### src/rtl/clock_divider_prog.sv
// ============================================================================
// clock_divider_prog
// ----------------------------------------------------------------------------
// Runtime-programmable clock divider and strobe generator. It supplies the
// spectrum analyzer's audio sample-rate and display-refresh timing.
//
// The divided clock is low for low_act cycles and then high for
// (div_act - low_act) cycles. A one-cycle tick marks each completed period.
// New divisor/low-phase settings arrive through a valid/ready handshake. They
// are held in a shadow register and move into the active registers only at a
// period boundary, so the output never shows a runt pulse.
//
// Optional feature (compile-time macro CLKDIV_SYNC_EN):
//   This macro adds the sync_in port. A sync_in pulse restarts the period at
//   phase 0 on the next edge, whatever the value of enable. It also applies
//   any pending configuration. Use it to phase-align several dividers.
//
// Parameters:
//   WIDTH      width of the counter, divisor and low-count registers
//   DIVISOR    divisor active after reset       (2 .. 2^WIDTH-1)
//   LOW_COUNT  low-phase length after reset     (1 .. DIVISOR-1)
//
// Ports:
//   clock_in    in   system clock; all state changes on its rising edge
//   reset       in   synchronous, active-high reset
//   enable      in   1 = count, 0 = freeze counter and outputs
//   sync_in     in   (CLKDIV_SYNC_EN only) phase restart pulse
//   div_in      in   requested divisor
//   low_in      in   requested low-phase cycle count
//   load_valid  in   request to load div_in/low_in
//   load_ready  out  block can accept a load (FSM idle)
//   clock_out   out  divided clock (registered)
//   tick        out  one-cycle pulse per completed period (registered)
//   cfg_err     out  sticky: the most recent load was illegal
//   pending     out  legal load captured, waiting for a period boundary
// ============================================================================
module clock_divider_prog #(
    parameter int unsigned WIDTH     = 32'd28,
    parameter int unsigned DIVISOR   = 32'd1133,
    parameter int unsigned LOW_COUNT = DIVISOR / 32'd2
) (
    input  logic             clock_in,
    input  logic             reset,
    input  logic             enable,
`ifdef CLKDIV_SYNC_EN
    input  logic             sync_in,
`endif
    input  logic [WIDTH-1:0] div_in,
    input  logic [WIDTH-1:0] low_in,
    input  logic             load_valid,
    output logic             load_ready,
    output logic             clock_out,
    output logic             tick,
    output logic             cfg_err,
    output logic             pending
);

    // ------------------------------------------------------------------------
    // Constants
    // ------------------------------------------------------------------------
    localparam logic [WIDTH-1:0] DIV_RST = WIDTH'(DIVISOR);
    localparam logic [WIDTH-1:0] LOW_RST = WIDTH'(LOW_COUNT);
    localparam logic [WIDTH-1:0] ZERO    = {WIDTH{1'b0}};
    localparam logic [WIDTH-1:0] ONE     = {{(WIDTH-1){1'b0}}, 1'b1};
    localparam logic [WIDTH-1:0] TWO     = {{(WIDTH-2){1'b0}}, 2'b10};

    typedef enum logic [0:0] {
        S_IDLE = 1'b0,
        S_PEND = 1'b1
    } state_t;

    // ------------------------------------------------------------------------
    // Helper: a configuration is usable only if the period has a non-empty
    // low phase and a non-empty high phase.
    // ------------------------------------------------------------------------
    function automatic logic cfg_legal(input logic [WIDTH-1:0] div_v,
                                       input logic [WIDTH-1:0] low_v);
        cfg_legal = (div_v >= TWO) && (low_v >= ONE) && (low_v < div_v);
    endfunction

    // ------------------------------------------------------------------------
    // State
    // ------------------------------------------------------------------------
    state_t           state_r;
    logic [WIDTH-1:0] counter_r;
    logic [WIDTH-1:0] div_act_r;
    logic [WIDTH-1:0] low_act_r;
    logic [WIDTH-1:0] div_sh_r;
    logic [WIDTH-1:0] low_sh_r;
    logic             clock_out_r;
    logic             tick_r;
    logic             cfg_err_r;
    logic             pending_r;
    logic             load_ready_r;

    // ------------------------------------------------------------------------
    // Combinational decode
    // ------------------------------------------------------------------------
    logic             sync_s;
    logic             wrap_s;
    logic             transfer_s;
    logic             legal_s;
    logic             apply_s;
    logic [WIDTH-1:0] counter_nx_s;
    logic             clock_nx_s;
    logic             tick_nx_s;

`ifdef CLKDIV_SYNC_EN
    assign sync_s = sync_in;
`else
    assign sync_s = 1'b0;
`endif

    // Period boundary, handshake acceptance and shadow-apply decode.
    always_comb begin
        wrap_s     = enable && (counter_r == (div_act_r - ONE));
        transfer_s = load_valid && (state_r == S_IDLE);
        legal_s    = cfg_legal(div_in, low_in);
        // A pending config goes live at the next wrap. It goes live at once
        // when the divider is frozen, because a frozen divider would
        // otherwise never reach a boundary. A sync restart also applies it.
        apply_s    = (state_r == S_PEND) && (wrap_s || !enable || sync_s);
    end

    // Next counter / clock_out / tick values.
    always_comb begin
        counter_nx_s = counter_r;
        clock_nx_s   = clock_out_r;
        tick_nx_s    = 1'b0;
        if (sync_s) begin
            // Forced restart: the truncated period gets no tick.
            counter_nx_s = ZERO;
            clock_nx_s   = 1'b0;
            tick_nx_s    = 1'b0;
        end else if (enable) begin
            if (wrap_s) begin
                counter_nx_s = ZERO;
            end else begin
                counter_nx_s = counter_r + ONE;
            end
            // clock_out is derived from the value the counter is about to
            // take, so the registered output lines up with the counter.
            // After a wrap the next value is 0, which lies below any legal
            // low count, old or new. Comparing against the current low_act
            // therefore stays correct at an apply boundary.
            clock_nx_s = (counter_nx_s >= low_act_r);
            tick_nx_s  = wrap_s;
        end else if (apply_s) begin
            // Frozen with a pending config: start the new config at phase 0.
            counter_nx_s = ZERO;
            clock_nx_s   = 1'b0;
            tick_nx_s    = 1'b0;
        end else begin
            // Frozen: hold counter and clock_out; tick stays low.
            counter_nx_s = counter_r;
            clock_nx_s   = clock_out_r;
            tick_nx_s    = 1'b0;
        end
    end

    // Counter, output registers and active configuration.
    always_ff @(posedge clock_in) begin
        if (reset) begin
            counter_r   <= ZERO;
            clock_out_r <= 1'b0;
            tick_r      <= 1'b0;
            div_act_r   <= DIV_RST;
            low_act_r   <= LOW_RST;
        end else begin
            counter_r   <= counter_nx_s;
            clock_out_r <= clock_nx_s;
            tick_r      <= tick_nx_s;
            if (apply_s) begin
                div_act_r <= div_sh_r;
                low_act_r <= low_sh_r;
            end else begin
                div_act_r <= div_act_r;
                low_act_r <= low_act_r;
            end
        end
    end

    // Load-handshake FSM with its registered status outputs and shadow regs.
    always_ff @(posedge clock_in) begin
        if (reset) begin
            state_r      <= S_IDLE;
            div_sh_r     <= DIV_RST;
            low_sh_r     <= LOW_RST;
            cfg_err_r    <= 1'b0;
            pending_r    <= 1'b0;
            load_ready_r <= 1'b1;
        end else begin
            case (state_r)
                S_IDLE: begin
                    if (transfer_s && legal_s) begin
                        div_sh_r     <= div_in;
                        low_sh_r     <= low_in;
                        cfg_err_r    <= 1'b0;
                        state_r      <= S_PEND;
                        pending_r    <= 1'b1;
                        load_ready_r <= 1'b0;
                    end else if (transfer_s) begin
                        // Rejected: the active and shadow configs are kept.
                        cfg_err_r    <= 1'b1;
                        pending_r    <= 1'b0;
                        load_ready_r <= 1'b1;
                    end else begin
                        pending_r    <= 1'b0;
                        load_ready_r <= 1'b1;
                    end
                end
                S_PEND: begin
                    // load_valid is not accepted here; the master holds it.
                    if (apply_s) begin
                        state_r      <= S_IDLE;
                        pending_r    <= 1'b0;
                        load_ready_r <= 1'b1;
                    end else begin
                        pending_r    <= 1'b1;
                        load_ready_r <= 1'b0;
                    end
                end
                default: begin
                    state_r      <= S_IDLE;
                    pending_r    <= 1'b0;
                    load_ready_r <= 1'b1;
                end
            endcase
        end
    end

    assign load_ready = load_ready_r;
    assign clock_out  = clock_out_r;
    assign tick       = tick_r;
    assign cfg_err    = cfg_err_r;
    assign pending    = pending_r;

endmodule

### config.mk
export PLATFORM = sky130hd
export DESIGN_NAME = clock_divider_prog
export DESIGN_NICKNAME = d
export VERILOG_FILES = /design/src/rtl/clock_divider_prog.sv
export SDC_FILE = /design/constraint.sdc
export NUM_CORES = 1
export LEC_CHECK = 0
export CAP_MARGIN = 40
export CORE_ASPECT_RATIO = 2
export CORE_MARGIN = 3
export CORE_UTILIZATION = 59
export DETAILED_ROUTE_END_ITERATION = 16
export GPL_TIMING_DRIVEN = 1
export PLACE_DENSITY_LB_ADDON = 0.15
export SLEW_MARGIN = 15
export SYNTH_ARGS = -nofsm -noshare
export SYNTH_HDL_FRONTEND = slang
export SYNTH_SLANG_ARGS = --single-unit
### constraint.sdc
create_clock -name clock_in -period 6.2 [get_ports clock_in]
set_input_delay 0.62 -clock clock_in [delete_from_list [all_inputs] [get_ports clock_in]]
set_output_delay 0.62 -clock clock_in [all_outputs]
set_load 0.01 [all_outputs]
=== Word-level counts from Yosys, hierarchy flattened ===
Index checks and enable logic that the tools add are counted.

* Flip-flop bits (word level): 145
* Latch bits: 0
* Bits in writable memories: 0
* Bits in read-only memories: 0
* Output and inout port bits: 5
* Logic and storage cells: 46
* Memories kept: 0

* Add/sub/neg operators: 2
* Multipliers: 0
* Div/mod/pow operators: 0
* Magnitude comparators: 4
* Equality and inequality tests: 1
* Shift-type cells: 0
* Muxes and demuxes: 14
* Bitwise operators: 2
* Reductions and logical operators: 13

{| class="wikitable"
|+ Operators by type and width
! cell !! number
|-
| 28-bit two-way mux || 4
|-
| 28-bit by 1-bit adder with 28-bit output (second input constant) || 1
|-
| 28-bit equality test || 1
|-
| 28-bit by 1-bit greater-or-equal comparator with 1-bit output (second input constant) || 1
|-
| 28-bit by 2-bit greater-or-equal comparator with 1-bit output (second input constant) || 1
|-
| 28-bit greater-or-equal comparator || 1
|-
| 28-bit less-than comparator || 1
|-
| 28-bit by 1-bit subtractor with 28-bit output (second input constant) || 1
|-
| 1-bit two-way mux || 8
|-
| 1-bit logical AND || 6
|-
| 1-bit case mux with 2 select lines || 2
|-
| 2-bit AND reduction || 2
|-
| 2-bit nonzero test || 2
|-
| 1-bit NOT || 2
|-
| 2-bit OR reduction || 1
|-
| 1-bit logical NOT || 1
|-
| 1-bit logical OR || 1
|}

=== Longest topological paths before layout ===
Gate-level depths: netlist of the first run.

* Depth after elaboration: 7
* Depth in mapped cells: 21
* Mapped depth without buffers: 19

=== Least setup slack after synthesis of the first run ===
No wires, ideal clock.

* Path kind: reg-to-reg
* Start point: register div_act_r[0]
* End point: register clock_out_r (netlist: clock_out)
* Setup time: 0.133 ns
* Arrival time: 4.458 ns
* Slack: 1.609 ns
* Cell stages (with the launch flop): 22
* Buffers on the path: 2
* Period minus slack after synthesis: 4.591 ns
* Cell sequence: dfxtp_1 -> inv_1 -> ha_1 -> nor4b_2 -> nand3_1 -> or4_1 -> mux2i_1 -> o31a_1 -> nor4_2 -> and2_1 -> buf_2 -> buf_2 -> or2_1 -> ha_1 -> nand2b_1 -> a21o_1 -> a21o_1 -> a21o_1 -> a21oi_1 -> o21ai_0 -> a311oi_1 -> nor4_1

* Word-level cells in the longest chain between the ends: 7
* Elaborated cells between the ends (all ways): 10
* Classes of those cells: add/sub (1); order compare (1); eq/ne (1); mux (3); reduce/logical (4)

{| class="wikitable"
|+ Ends and longest elaborated chain
! element !! RTL line !! RTL
|-
| from (decl) || 86 || <nowiki>logic [WIDTH-1:0] div_act_r;</nowiki>
|-
| from (signal assigned) || 174 || <nowiki>div_act_r <= div_sh_r;</nowiki>
|-
| from (signal assigned) || 177 || <nowiki>div_act_r <= div_act_r;</nowiki>
|-
| 28-bit by 1-bit subtractor with 28-bit output * || 116 || <nowiki>wrap_s = enable && (counter_r == (div_act_r - ONE));</nowiki>
|-
| 28-bit equality test * || 116 ||
|-
| 1-bit logical AND * || 116 ||
|-
| 28-bit two-way mux || 136 || <nowiki>if (wrap_s) begin</nowiki>
|-
| 28-bit two-way mux || 135 || <nowiki>end else if (enable) begin</nowiki>
|-
| 28-bit greater-or-equal comparator || 146 || <nowiki>clock_nx_s = (counter_nx_s >= low_act_r);</nowiki>
|-
| 1-bit two-way mux || 135 ||
|-
| to (signal assigned) || 171 || <nowiki>clock_out_r <= clock_nx_s;</nowiki>
|-
| to (decl) || 90 || <nowiki>logic clock_out_r;</nowiki>
|}

Every way passes the cells marked *; elsewhere a longest branch is shown, timed or not. The select of a mux whose other input is x is not followed.
A chain may end at the register's enable or synchronous reset.

=== Worst setup path after layout of the first run ===
Same ends and word-level chain as after synthesis.

==> summary.md, run 1 <==
| Metric | Value |
|---|---|
| Status | complete, no violations |
| Worst Setup End Kind | flop |
| Pwr dens | 234 mW/mm^2 |
| Kind of critical path | flop to flop |
| First-pass GRT wire length | 33.8 mm |
| Max cap viols | 0 |
| Vias after detailed routing | 7083 |
| FP Rows | 61 |
| Unique masters post-synth | 65 |
| Buffers plus inverters on the worst setup path | 3 |
| Synth Area in Adders | 0.0847 |
| Post-Syn Area per Cell | 8.57 sq um |
| Mux share of post-synthesis cell area | 0.118 |
| Leakage | 0.00423 uW |
| Critical Path Most Common Cell | a21o_1 |
| Mapped Cells | 983 |
| Top_reg_cell synth | dfxtp_1 |
| CP max FO | 14 |
| Ant. Diodes | 0 |
| Largest net degree at the start of global routing | 65 |
| Worst path slowest cell | or4_1 |
| Total track usage | 0.265 |
| DRC Markers | 0 |
| Final worst slack | roughly 1.0 ns |
| Number of buffers added to fix hold violations after cts | 0 |
| Port bufs | 64 |
| Cell Count, Final, Fillers Out | approximately 1200 |
| Finish-stage setup viols | 0 |
| Max Clock Skew | 0.00833 ns |
| CTS tree | built |
| Routed len/inst | 16.7 microns |
| Worst-path cell chain | inv_1 -> ha_1 -> nor4b_2 -> buf_4 -> nand3_1 -> or4_1 -> mux2i_1 -> o31a_1 -> nor4_2 -> buf_4 -> and2_1 -> or2_1 -> ha_1 -> nand2b_1 -> a21o_1 -> a21o_1 -> a21o_1 -> a21oi_1 -> o21ai_0 -> a311oi_1 -> nor4_1 |
| Seq/Total Area, Yosys | 0.345 |
| Required time worst endpoint | 6.48 ns |
| Worst hold path class | flop to flop |
| Routed wire length | 20.4 mm |
| Max Clock Freq | a little under 200 MHz |
| # H-tree levels | 4 |
| Peak VDD IR | 195 uV |
| Unrepaired setup endpoints after global routing | false |
| Compound-Gate Fraction of Synth Area | 0.0881 |
| Hold Fails Final Rpt | 0 |
| Placed Cells | between 1000 and 1500 |
| Post-Synth Simple-Gate Area | 0.220 |
| Core Region | 0.0140 sq mm |
| CTS root buffer | clkbuf_16 |
| Share of flip-flops with an asynchronous set or reset | 0 |
| Area Growth Syn to Fin | 16.3% |
| Worst-margin pin slew | 0.748 ns |
| Starting Density | 0.603 |
| Number of synthesized flops with an enable pin | 0 |
| Utilization after layout | 0.701 |
| Vias per inst | 5.80 |
| Combinational family with the most area after synthesis | simple AND/OR/NAND/NOR gates |
| Final RePlAce weighted congestion | 0.858 |
| CP top delay family | simple AND/OR/NAND/NOR gates |
| Final ANT Viol Nets | 0 |
| #FFs+latches synth | 145 |
| Synth Warn # | 0 |
| Startpoint types | flop |
| Syn nets | 1100 |
| Num ports | 65 |
| # Post-CTS Setup Buffers | 0 |
| Synthesized area | roughly 0.0084 sq mm |
| Cts repair resizes | 0 |
| Slew headroom | 0.500 |
| Critical path arrival | 5.44 ns |
| Die width | 90.5 microns |
| XOR/XNOR Fraction of Synth Area | 0.0842 |
| TNS Setup | 0 ns |
| WHS | between 0.4 and 0.5 ns |
| Critical path's largest stage delay | 0.54 ns |
| Initial DRC count | about 370 |
| Vias in the first global route | 6878 |
| Layout cells sized above 1 | 0.0542 |
| Clock buffer depth | 2 |
| Clock sink count | around 150 |
| Placed wire-length estimate | 15.3 mm |
| Reg clk slew, reported paths | 0.06 ns |
| Place WS | around 1.0 ns |
| Initial antenna violation count | 0 |
| Fin. max-slew vios | 0 |
| Grt total ovfl | 0 |
| Tmin final | ~5.2 ns |
| Layout Nets | 1137 |
| Die height | 175 microns |
| Worst skew pair latency | 0.43 ns |
| Die Area | 0.0158 sq mm |
| Drt first pass iters | 5 |
| CTS buffer count | 17 |
| Tcrit/Tclk final | 0.832 |
-- through the flow --
stage          area [sq um]  total power (uW)
2_1_floorplan          8420              1170
3_3_place_gp           9150              1260
3_5_place_dp           9200              1270
4_1_cts                9800              2310
5_1_grt                9800              2380
6_report               9800              2290
-- routing by layer --
layer  global-route usage  vias to the layer above  wire length (microns)
li1                     -                     3489                      -
met1                0.315                     3332                   8410
met2                0.453                      200                  10300
met3               0.0457                       62                    791
met4                0.138                        0                    936
met5                    0                        -                      0
-- worst paths after layout --
kind | from | end | slack (ns) | depth (start not counted)
hold reg to reg | low_sh_r[1] | low_sh_r[1] | 0.48 | 2
hold / removal | low_sh_r[1] | low_sh_r[1] | 0.48 | 2
setup reg to reg | div_act_r[0] | clock_out | 1.04 | 21
setup / recovery | div_act_r[0] | clock_out | 1.04 | 21
-- cell families (layout without fill, tap and decap cells) --
kind of cell / Yosys count / in the layout
compound gates: 108 / 108
xor+xnor: 81 / 81
fa+ha+maj: 57 / 57
buf+inv: 122 / 172
flops: 145 / 145
mux: 99 / 99
simple gates: 371 / 371
-- registers in the layout, indices dropped and copies added, names as in the netlist --
register	cells
low_sh_r	28
counter_r	28
div_act_r	28
div_sh_r	28
clock_out	1
low_act_r	28
pending	1
load_ready	1
tick	1
cfg_err	1
-- placed cells by master, fill, tap and decap left out, types with 3 or more instances in the layout --
cell type,n
dfxtp_1,145
nor2_1,144
mux2i_1,99
clkdlybuf4s50_1,63
inv_1,62
nand2_1,59
ha_1,57
xnor2_1,41
xor2_1,40
nor3_1,36
a21oi_1,27
a21o_1,22
nor4_1,20
nand3_1,19
nand4_1,19
clkbuf_16,17
and4_1,13
o211ai_1,13
o21ai_0,12
buf_4,12
and3_1,9
or4_1,7
nor2b_1,7
or3_1,6
and2_1,6
nor3b_1,5
nand4b_1,4
a211oi_1,4
inv_6,4
clkinv_4,4
nand2b_1,3
o31ai_1,3
-- cell type report --
type	instances	area [sq um]
Sequential cell	145	2900
Clock buffer	20	447
Multi-Input combinational cell	716	5030
Inverter	62	233
Clock inverter	12	149
Fill cell	1141	4170
Timing Repair Buffer	78	796
Tap cell	189	236
-- cells in the mapped netlist, drive strengths merged, types with 2 or more instances --
library cell / number / area share
o31a: 2 / 0.0021
xnor2: 41 / 0.043
mux2i: 99 / 0.12
and2: 6 / 0.0045
inv: 62 / 0.028
a211oi: 4 / 0.0036
clkbuf: 44 / 0.020
nor2: 144 / 0.064
o41ai: 2 / 0.0030
or2: 3 / 0.0022
a31oi: 2 / 0.0015
o22ai: 2 / 0.0015
a31o: 3 / 0.0031
o21ai: 13 / 0.0077
or4b: 2 / 0.0024
or3: 6 / 0.0045
nand4b: 4 / 0.0042
a311oi: 2 / 0.0021
dfxtp: 145 / 0.34
buf: 16 / 0.013
nor4: 22 / 0.019
xor2: 40 / 0.042
a21o: 22 / 0.020
and3: 9 / 0.0067
nand3: 19 / 0.011
nor3b: 5 / 0.0045
or4: 7 / 0.0062
nand2: 59 / 0.026
nand2b: 3 / 0.0022
a21oi: 27 / 0.016
nand3b: 2 / 0.0018
ha: 57 / 0.085
nor3: 37 / 0.023
nand4: 20 / 0.016
o211ai: 13 / 0.012
a41oi: 2 / 0.0021
and4: 13 / 0.014
nor2b: 7 / 0.0052
o31ai: 3 / 0.0027
-- worst min-delay path, stage by stage (launching register included) --
cell and delay (ns):
dfxtp_1 0.33, mux2i_1 0.07, nand2_1 0.05
-- power by group --
part / switching, uW / internal, uW
registers: 24.9 / 968
logic: 138 / 125
clock network: 426 / 614
total: 588 / 1710
Note: power is estimated with default switching activity, not from simulation.
==> run 2: changes to the inputs <==
==> constraint.sdc (replaced) <==
create_clock -name clock_in -period 5.14 [get_ports clock_in]
set_input_delay 0.514 -clock clock_in [delete_from_list [all_inputs] [get_ports clock_in]]
set_output_delay 0.514 -clock clock_in [all_outputs]
set_load 0.01 [all_outputs]
==> summary.md, run 2 (same netlist as run 1, synthesis figures left out) <==
| Metric | Value |
|---|---|
| Status | complete, no violations |
| Num ports | 65 (unchanged) |
| Vias in the first global route | 6921 (+0.63%) |
| Finish-stage setup viols | 0 (unchanged) |
| Worst r2r dst | clock_out |
| Area Growth Syn to Fin | 16.4% |
| Drt first pass iters | 5 (unchanged) |
| Max cap viols | 0 (unchanged) |
| Tcrit/Tclk final | 0.896 (+0.0640) |
| Vias after detailed routing | 7135 (+0.73%) |
| CTS buffer count | 17 (unchanged) |
| Initial antenna violation count | 0 (unchanged) |
| HP Start | low_sh_r[9] |
| Port bufs | 64 (unchanged) |
| Commonest non-fill, non-tap cell in the layout | dfxtp_1 |
| Grt total ovfl | 0 (unchanged) |
| Fill cells | 1148 (+0.61%) |
| Leakage | 0.00424 uW (+0.24%) |
| Clock sink count | 145 (unchanged) |
| Post-DP Area | 0.00921 sq mm (+0.14%) |
| Starting Density | 0.603 (unchanged) |
| Worst Setup End Kind | flop |
| Cell Count, Final, Fillers Out | 1222 (unchanged) |
| Layout Nets | 1138 (+0.088%) |
| DRT met1 WL | 8.59 mm (+2.2%) |
| Worst hold path class | flop to flop |
| Die Area | 0.0158 sq mm (unchanged) |
| Pwr Total | 2770 uW (+21%) |
| Die height | 175 microns (unchanged) |
| First-pass GRT wire length | 34.1 mm (+1.0%) |
| DRC Markers | 0 (unchanged) |
| Kind of critical path | flop to flop |
| Number of buffers added to fix hold violations after cts | 0 (unchanged) |
| Total track usage | 0.270 (+0.00502) |
| Tmin final | 4.60 ns (-0.553 ns) |
| Peak VDD IR | 230 uV (+18%) |
| CTS root buffer | clkbuf_16 |
| Routed wire length | 20.9 mm (+2.6%) |
| Core Region | 0.0140 sq mm (unchanged) |
| Initial DRC count | 313 (-15%) |
| Hold Path Stages | 2 (unchanged) |
| Unrepaired setup endpoints after global routing | false |
| Final RePlAce weighted congestion | 0.894 (+4.2%) |
| Layout cells sized above 1 | 0.0571 (+0.00290) |
| Critical path arrival | 4.87 ns (-0.57 ns) |
| Reg-to-reg slack, setup | 0.54 ns (-0.51 ns) |
| Cell area after layout | 0.00981 sq mm (+0.11%) |
| Final ANT Viol Nets | 0 (unchanged) |
| Reg clk slew, reported paths | 0.06 ns (about the same) |
| FP Rows | 61 (unchanged) |
| Vias per inst | 5.84 (+0.73%) |
| Max Clock Skew | 0.00943 ns (+0.00111 ns) |
| Cts repair resizes | 0 (unchanged) |
| Routed wl met2 | 10.5 mm (+2.3%) |
| R2r startpoint | div_act_r[0] |
| CTS tree | built |
| Hold EP | low_sh_r[9] |
| Pwr dens | 283 mW/mm^2 (+21%) |
| Placed wire-length estimate | 15.6 mm (+2.0%) |
| Clock buffer depth | 2 (unchanged) |
| Commonest non-fill, non-tap cells in the layout | 145 x dfxtp_1, 144 x nor2_1, 99 x mux2i_1 |
| Slew headroom | 0.502 (+0.00235) |
| Metal3 WL | 706 microns (-11%) |
| Worst skew pair latency | 0.42 ns (about the same) |
| Routed len/inst | 17.1 microns (+2.6%) |
| Ant. Diodes | 0 (unchanged) |
| Largest net degree at the start of global routing | 68 (+4.6%) |
| # H-tree levels | 4 (unchanged) |
| FF+latch area | 0.00290 sq mm (unchanged) |
| Die width | 90.5 microns (unchanged) |
| Highest metal used | met4 |
| R2R cell count | 20 (-4.8%) |
| Worst-margin pin slew | 0.745 ns (-0.00352 ns) |
| TNS Setup | 0 ns (unchanged) |
| Area of the multi-input gates | 0.00503 sq mm (about the same) |
| Placed Cells | 1191 (+0.084%) |
| # Post-CTS Setup Buffers | 0 (unchanged) |
| Fin. max-slew vios | 0 (unchanged) |
| Hold Fails Final Rpt | 0 (unchanged) |
| CP max FO | 41 (+27) |
| Startpoint types | flop |
| Max Clock Freq | 217 MHz (+12%) |
| Required time worst endpoint | 5.41 ns (-1.07 ns) |
## run 2: metrics by stage
step	worst slack, ns	hold WS [ns]	util
after floorplan	0.549	0.444	-
after global placement	0.523	0.458	0.658
after detailed placement	0.422	0.461	0.660
after CTS	0.418	0.479	0.702
after global routing	0.0990	0.515	0.702
final	0.537	0.480	0.702
## run 2: how the worst max path moves through the flow
stage	slack, ns	startpoint	cells after the start	endpoint
2_1_floorplan	0.55	div_act_r[0]	21	clock_out
3_3_place_gp	0.52	div_act_r[5]	18	clock_out
3_5_place_dp	0.42	div_act_r[0]	20	clock_out
4_1_cts	0.42	div_act_r[5]	18	clock_out
5_1_grt	0.1	div_act_r[5]	18	clock_out
6_report	0.54	div_act_r[0]	20	clock_out
## run 2: layer usage
metal	vias to the layer above	global-route usage
met5	-	0
met4	0	0.156
met3	67	0.0409
met2	178	0.465
met1	3388	0.315
li1	3502	-
## run 2: where the power goes
part / total (uW) / leakage, uW / switching (uW) / internal [uW]
clock network: 1260 / 0.000291 / 526 / 731
registers: 1200 / 0.00118 / 29.9 / 1170
logic: 319 / 0.00277 / 167 / 152
## run 2: worst max-delay path: stages (launching register included)
cell and delay [ns]:
dfxtp_1 0.35, inv_1 0.10, ha_1 0.17, nor4b_2 0.29, nand3_1 0.23, or4_1 0.54, mux2i_1 0.15, o31a_1 0.33
nor4_2 0.29, and2_2 0.30, buf_12 0.24, nor2_1 0.08, ha_1 0.29, a21o_1 0.18, a21o_1 0.17, a21oi_1 0.13
o21ai_0 0.09, nand2_1 0.07, nand4b_1 0.14, a311oi_1 0.23, nor4_1 0.07
## run 2: final cells by class
cell class | count | area share
multi-input cells | 716 | 0.513
inverters | 62 | 0.0237
clock buffers | 17 | 0.0434
clock inverters | 14 | 0.0171
flip-flops and latches | 145 | 0.296
well taps | 189 | 0.0241
repair buffers | 79 | 0.0824
